**src/rtl/seg_scan_display_pkg.sv**
```systemverilog
// seg_scan_display_pkg: shared constants and hex segment table for the scanned 4-digit display.
//   SCAN_DIV_DEF : default prescaler width (one digit advance every 2^SCAN_DIV clocks)
//   AN_OFF       : anode pattern with every digit dark (active-low)
//   SEG_OFF      : segment pattern with every segment dark (active-low)
//   HEX_SEG      : active-low {g,f,e,d,c,b,a} pattern for each hex nibble, entry n = nibble n
package seg_scan_display_pkg;
    localparam int SCAN_DIV_DEF = 16;
    localparam logic [3:0] AN_OFF = 4'hF;
    localparam logic [7:0] SEG_OFF = 8'hFF;
    // Listed F down to 0 so that HEX_SEG[n] selects nibble n.
    localparam logic [15:0][6:0] HEX_SEG = {
        7'h0E, 7'h06, 7'h21, 7'h46, 7'h03, 7'h08, 7'h10, 7'h00,
        7'h78, 7'h02, 7'h12, 7'h19, 7'h30, 7'h24, 7'h79, 7'h40
    };
endpackage

```
**src/rtl/seg_scan_display_hex7seg.sv**
```systemverilog
// hex7seg: combinational hex nibble to active-low seven-segment decoder.
//   nib   : input  4  nibble to show
//   seg_n : output 7  {g,f,e,d,c,b,a}, active-low
module hex7seg
    import seg_scan_display_pkg::*;
(
    input  logic [3:0] nib,
    output logic [6:0] seg_n
);
    assign seg_n = HEX_SEG[nib];
endmodule

```
**src/rtl/seg_scan_display.sv**
```systemverilog
// seg_scan_display: time-multiplexed 4-digit hex display driver with tear-free double buffering.
//   disp_clk : input  1   sole clock, rising edge
//   rst_in   : input  1   asynchronous active-low reset
//   data     : input  32  word to display
//   data_vld : input  1   word valid; taken when data_vld && data_rdy
//   data_rdy : output 1   pending slot empty
//   half_sel : input  1   0 shows data[15:0], 1 shows data[31:16]
//   an       : output 4   digit anodes, active-low, digit 0 rightmost
//   seg      : output 8   {dp,g,f,e,d,c,b,a}, active-low
module seg_scan_display
    import seg_scan_display_pkg::*;
#(
    parameter int SCAN_DIV = SCAN_DIV_DEF
) (
    input  logic        disp_clk,
    input  logic        rst_in,
    input  logic [31:0] data,
    input  logic        data_vld,
    output logic        data_rdy,
    input  logic        half_sel,
    output logic [3:0]  an,
    output logic [7:0]  seg
);
    logic [SCAN_DIV-1:0] presc_q, presc_d;
    logic [1:0]          idx_q, idx_d;
    logic [31:0]         pend_q, pend_d, disp_q, disp_d;
    logic                pend_full_q, pend_full_d, disp_half_q, disp_half_d;
    logic [3:0]          an_q, an_d;
    logic [7:0]          seg_q, seg_d;
    logic                tick, frame_end, accept;
    logic [3:0]          nib;
    logic [6:0]          hex_seg;

    assign tick      = &presc_q;
    assign frame_end = tick && idx_q == 2'd3;
    assign accept    = data_vld && !pend_full_q;
    assign data_rdy  = !pend_full_q;
    // Bit offset 16*half + 4*index packed as {half, index, 2'b00}.
    assign nib       = disp_q[{disp_half_q, idx_q, 2'b00} +: 4];
    assign an        = an_q;
    assign seg       = seg_q;

    hex7seg u_hex7seg (
        .nib   (nib),
        .seg_n (hex_seg)
    );

    always_comb begin
        presc_d     = presc_q + 1'b1;
        idx_d       = tick ? idx_q + 2'd1 : idx_q;
        pend_d      = accept ? data : pend_q;
        // A full slot is never accepted into, so accept and the frame_end drain never collide.
        pend_full_d = accept || (pend_full_q && !frame_end);
        disp_d      = (frame_end && pend_full_q) ? pend_q : disp_q;
        disp_half_d = frame_end ? half_sel : disp_half_q;
        // Blank for one clock after every digit change so the old pattern never shows on the new anode.
        an_d        = tick ? AN_OFF : ~(4'b0001 << idx_q);
        seg_d       = tick ? SEG_OFF : {~(disp_half_q && idx_q == 2'd3), hex_seg};
    end

    always_ff @(posedge disp_clk or negedge rst_in) begin
        if (!rst_in) begin
            presc_q     <= '0;
            idx_q       <= '0;
            pend_q      <= '0;
            pend_full_q <= 1'b0;
            disp_q      <= '0;
            disp_half_q <= 1'b0;
            an_q        <= AN_OFF;
            seg_q       <= SEG_OFF;
        end else begin
            presc_q     <= presc_d;
            idx_q       <= idx_d;
            pend_q      <= pend_d;
            pend_full_q <= pend_full_d;
            disp_q      <= disp_d;
            disp_half_q <= disp_half_d;
            an_q        <= an_d;
            seg_q       <= seg_d;
        end
    end
endmodule

```
**config.mk**
```make
export PLATFORM = sky130hd
export DESIGN_NAME = seg_scan_display
export DESIGN_NICKNAME = d
export VERILOG_FILES = /design/src/rtl/seg_scan_display_pkg.sv /design/src/rtl/seg_scan_display_hex7seg.sv /design/src/rtl/seg_scan_display.sv
export SDC_FILE = /design/constraint.sdc
export NUM_CORES = 1
export LEC_CHECK = 0
export CELL_PAD_IN_SITES_DETAIL_PLACEMENT = 0
export CELL_PAD_IN_SITES_GLOBAL_PLACEMENT = 1
export CORE_ASPECT_RATIO = 1.25
export CORE_MARGIN = 10
export CORE_UTILIZATION = 35
export DETAILED_ROUTE_END_ITERATION = 6
export GPL_ROUTABILITY_DRIVEN = 0
export HOLD_SLACK_MARGIN = 0.15
export PLACE_DENSITY_LB_ADDON = 0.1
export SYNTH_ARGS = -nofsm -noshare
export SYNTH_HDL_FRONTEND = slang
export SYNTH_SLANG_ARGS = --single-unit
```
**constraint.sdc**
```tcl
create_clock -name disp_clk -period 2.2 [get_ports disp_clk]
set_input_delay 0.22 -clock disp_clk [delete_from_list [all_inputs] [get_ports disp_clk]]
set_output_delay 0.22 -clock disp_clk [all_outputs]
set_load 0.1 [all_outputs]
```
Word-level counts from Yosys, hierarchy flattened
Memory sizes are Yosys's and may differ from the RTL's.
Cells that the tools add are included.

operators by class
  $add $sub $neg = 2
  magnitude comparators = 1
  equality and inequality tests = 1
  shift-type cells = 2
  mux-type cells = 3
  bitwise logic cells = 2
  reduce and logical (&&, ||, !) cells = 9

operators with widths
  cell                                                        number
  variable part select 32 x 6 -> 4 bit                        1
  adder 16 x 1 -> 16 bit, second input constant               1
  AND reduction 16 bit                                        1
  2-to-1 mux 8 bit                                            1
  2-to-1 mux 7 bit                                            1
  logical AND 1 bit                                           5
  less-than comparator 4 x 5 -> 1 bit, second input constant  1
  2-to-1 mux 4 bit                                            1
  inverter 4 bit                                              1
  left shift 1 x 2 -> 4 bit, first input constant             1
  adder 2 x 1 -> 2 bit, second input constant                 1
  == test 2 bit, second input constant                        1
  zero test 1 bit                                             2
  logical OR 1 bit                                            1
  inverter 1 bit                                              1

storage, ports and cells
  flip-flop bits (word level) = 96
  ROM bits = 112
  logic and storage cells = 29
  memories kept = 1

memory list
  memory            depth  bits a word  rd ports  clocked after Yosys merged registers in  wr ports  line                            source
  (name not given)  16     7            1         0                                        0         seg_scan_display_hex7seg.sv:10  assign seg_n = HEX_SEG[nib];

Depth between registers and ports, before layout
  depth after elaboration = 5
  mapped depth = 8
  gate-level depth less buffers = 7

By module
A second synthesis with hierarchy kept.

second synthesis, totals
  cells, all modules = 279
  area total of the unflattened synthesis = 4279.1 µm²

by module, submodules not included
  module            times used  cells each  area an instance (µm²)  sequential area each (µm²)
  seg_scan_display  1           247         4003.8                  2417.3
  hex7seg           1           32          275.3                   0.0

Worst setup path before layout
No wires, ideal clock.

  kind = register to register
  start point = register idx_q[1]
  end point = register seg_q[3], in the netlist seg[3]
  library setup time = 0.094 ns
  data arrival time = 2.299 ns
  required time = 2.106 ns
  path slack = -0.193 ns
  stages on the path, launching flop included = 9
  path through = dfrtp_1 -> buf_4 -> mux4_2 -> mux2i_1 -> inv_1 -> ha_1 -> and3_1 -> a2111oi_0 -> a31oi_1

on the way
  word-level cells in the longest chain between the ends = 4

RTL lines
  element                                 line                            source
  start, declared                         seg_scan_display.sv:25          logic [1:0] idx_q, idx_d;
  start signal, assigned                  seg_scan_display.sv:73          idx_q <= idx_d;
  variable part select 32 x 6 -> 4 bit    seg_scan_display.sv:39          assign nib = disp_q[{disp_half_q, idx_q, 2'b00} +: 4];
  memory (16 x 7 bit)                     -
  2-to-1 mux 7 bit (not written as such)  seg_scan_display_hex7seg.sv:10
  2-to-1 mux 8 bit                        seg_scan_display.sv:58          seg_d = tick ? SEG_OFF : {~(disp_half_q && idx_q == 2'd3), hex_seg};
  net seg_d[3]                            seg_scan_display.sv:29          logic [7:0] seg_q, seg_d;
  end signal, assigned                    seg_scan_display.sv:79          seg_q <= seg_d;
  end, declared                           seg_scan_display.sv:29

The timed path passes the listed nets, and every way through them passes these cells. The select of a mux whose other input is x is not followed.
A chain may end at the register's enable or synchronous reset.

Final worst setup path
  start point = register idx_q[1]
  end point = register seg_q[0], in the netlist seg[0]

Same word-level chain as after synthesis.

==> key figures <==
Power
  • Comb power frac: 0.061
  • Int Pwr: 2.88 mW
  • Seq pwr share: 0.512
  • Leakage: ~2.4 nW
  • Clk pwr share: 0.427
  • Switch Pwr: 0.798 mW
  • Worst vdd ir: 0.328 mV
  • Power Density: 676 nW/µm²
  • Sw Ratio: 0.217

Synth
  • Average size of a mapped cell: 15.2 µm²
  • Mapped Cells: about 290
  • Synth Area in XOR/XNOR: 0.0302
  • Yosys Warn Count: 0
  • Synthesized-area fraction occupied by adder cells: 0.0316
  • Post-Synth Simple-Gate Area: 0.0658
  • Synth Register Bits: 96
  • Number of synthesized flops with an enable pin: 0
  • Post-Syn Nets: 334
  • Largest family of logic cells by synthesized area: multiplexers
  • Complex-gate fraction of the synthesized area: 0.0319
  • Async set or reset register ratio after synthesis: 1.00
  • Post-synthesis mux area share: 0.249
  • Top cell type's share of synthesized area: 0.483
  • Sequential share of the synthesized area: 0.555
  • Area contributors post-synth: dfrtp_1 48%, mux2_4 10%, mux2_2 9.6%
  • Synth area leader: dfrtp_1
  • Prevailing post-synth register cell: dfrtp_1
  • Synth unique cells: 44
  • Synthesized cell area: 4350 µm²

GRT
  • Tot GR Track Use: 0.108
  • First-pass GRT wire length: 14.4 mm
  • Initial antenna violation count: 0
  • Largest net degree at the start of global routing: 46
  • GRT Residual Overflow: 0
  • Vias in the first global route: 2648

Drt
  • DR WL/cell: 16.2 µm
  • DRT Wirelength: around 8.5 mm
  • Drc violations: 0
  • Vias per cell: 4.63
  • DRT iter0 DRCs: 174
  • Final ANT Viol Nets: 0
  • Detailed Routing Iterations Pass 1: 4
  • Vias: 2428

Floorplan
  • Die width: ~120 µm
  • Initial core utilization: 0.358
  • Core ar.: 12200 µm²
  • Die Ht: 145 µm
  • Die area: 17300 µm²
  • Cell Rows: 45
  • IO Pins: 49

Clock network
  • Post-CTS setup buffers: 0
  • Clock buffer count from CTS: 9
  • CTS Root Cell: clkbuf_16
  • Worst-Skew Late Latency: 0.35 ns
  • CTS tree: yes
  • Clock transition at path regs: 0.07 ns
  • Clock buffer depth: 2
  • CTS Sinks: 96
  • H-tree depth: 3

Setup path
  • Slowest cell on the critical path: mux4_2
  • CP max stage delay: between 0.5 and 0.6 ns
  • Crit Path Class: flop to flop
  • Delay-heaviest family, CP: multiplexers
  • Worst Setup End Kind: flop
  • Crit-path cells: mux4_2 > mux2i_4 > inv_2 > ha_2 > buf_4 > o31ai_1 > o21ai_0
  • Crit-path max FO: 7
  • CP arrival: 2.28 ns
  • Worst Path Buf+Inv: 2
  • Critical Path RT: 2.45 ns
  • Startpoint types: flop

Timing
  • Fin crit period: between 2 and 2.5 ns
  • Measured slew at the worst slew-check pin: 0.378 ns
  • Final worst path period share: 0.923
  • RSZ-0062 raised after global routing: no
  • Pins Over Slew Limit: 0
  • Peak Freq: 0.492 GHz
  • Final setup vio count: 0
  • Rel. slew slack: 0.748
  • Worst Skew: 0.00991 ns
  • Setup ws final: 0.169 ns
  • Fin Setup TNS: 0 ns
  • Hold Vio Cnt, Final: 0

Min path
  • Worst Hold Class: input pin to async pin

Place
  • Placed inst area: 5130 µm²
  • DP Worst Slack: -0.00384 ns
  • Post-Place Cells: 507
  • I/O Buffers: 48
  • Dpl hpwl: 6.35 mm

Status
  • Status: finished, final reports clean

Cells and area
  • Antenna diodes: 0
  • Layout fillers: 1152
  • Non-Filler Instances: approximately 520
  • Register area: 2420 µm²
  • Final Cell Area: 5440 µm²
  • P&R area growth vs syn: 25.0%
  • Share of cells above drive strength 1: 0.417
  • Commonest non-fill, non-tap cell in the layout: dfrtp_1
  • Multi-input logic area: 1820 µm²
  • Most frequent cells in the layout: 82 x dfrtp_1, 37 x mux2_2, 34 x clkdlybuf4s50_1, 30 x buf_4, 29 x mux2_4
  • Nets: ~400

Run
  • # Max-Cap Violations: 0
## routing by layer
metal | up-vias | wire length [µm] | global-route usage
met5 | - | 0 | 0
met1 | 1222 | 3990 | 0.138
met3 | 8 | 376 | 0.0376
met2 | 39 | 3970 | 0.160
met4 | 0 | 140 | 0.0477
li1 | 1159 | - | -
## per-stage QoR
stage	util	total power, mW	hold slack (ns)
after floorplan	-	2.01	-0.0756
after global placement	0.422	2.15	0.167
after detailed placement	0.422	2.15	0.171
after CTS	0.447	3.75	0.339
after global routing	0.447	3.85	0.358
final	0.447	3.68	0.330
## what timing repair did
action,CTS,global route
endpoints found under the hold margin,26,0
pin swaps,0,1
setup endpoints to repair,1,3
resized for setup,1,2
hold buffers,1,0
## registers in the layout (all words and copies together) (netlist names)
name / cells
seg: 8
pend_q: 32
disp_half_q: 1
presc_q: 16
pend_full_q: 1
disp_q: 32
idx_q: 2
an: 4
## layout make-up
type                            count  area share
Multi-Input combinational cell    172       0.334
Tap cell                          164      0.0377
Clock buffer                       12      0.0453
Clock inverter                      4     0.00989
Timing Repair Buffer               70       0.124
Sequential cell                    96       0.445
Inverter                            6     0.00414
## cell families (layout without fill, tap and decap cells)
group,Yosys count,count (layout)
AOI/OAI and AO/OA,19,19
xor gates and xnor gates,15,15
adders and majority gates,11,11
buffers and inverters,19,92
DFF,96,96
muxes,80,80
and+or+nand+nor,47,47
## Yosys cell counts (2+ instances only)
library cell and number:
nand4_1 3, ha_1 11, nand2_1 12, nor2b_1 3
buf_6 2, o221ai_1 2, xor2_1 3, and3_1 3
inv_1 6, and2_1 4, buf_12 4, nand3_1 7
a31oi_1 3, xnor2_1 12, a21oi_1 3, nor2_1 6
buf_1 3, dfrtp_1 84, dfstp_2 12, o21ai_0 5
mux4_2 6, mux2_4 29, mux2i_1 6, mux2_2 37
clkbuf_1 2
## final timing paths
kind                       startpoint    endpoint  slack, ns  depth (start not counted)
setup / recovery             idx_q[1]      seg[0]       0.17                          7
hold / removal                 rst_in   pend_q[3]       0.33                          2
setup reg to reg             idx_q[1]      seg[0]       0.17                          7
hold reg to reg            presc_q[4]  presc_q[4]       0.47                          1
max in group asynchronous      rst_in      seg[2]       1.16                          3
min in group disp_clk      presc_q[4]  presc_q[4]       0.47                          1
## power by group through the flow
stage | sequential, mW | combinational, mW | clock [mW]
6_report | 1.88 | 0.226 | 1.57
5_1_grt | 1.89 | 0.248 | 1.71
4_1_cts | 1.89 | 0.232 | 1.63
3_5_place_dp | 1.92 | 0.230 | 0
3_3_place_gp | 1.92 | 0.227 | 0
2_1_floorplan | 1.93 | 0.0802 | 0
(Power assumes the default switching activity.)
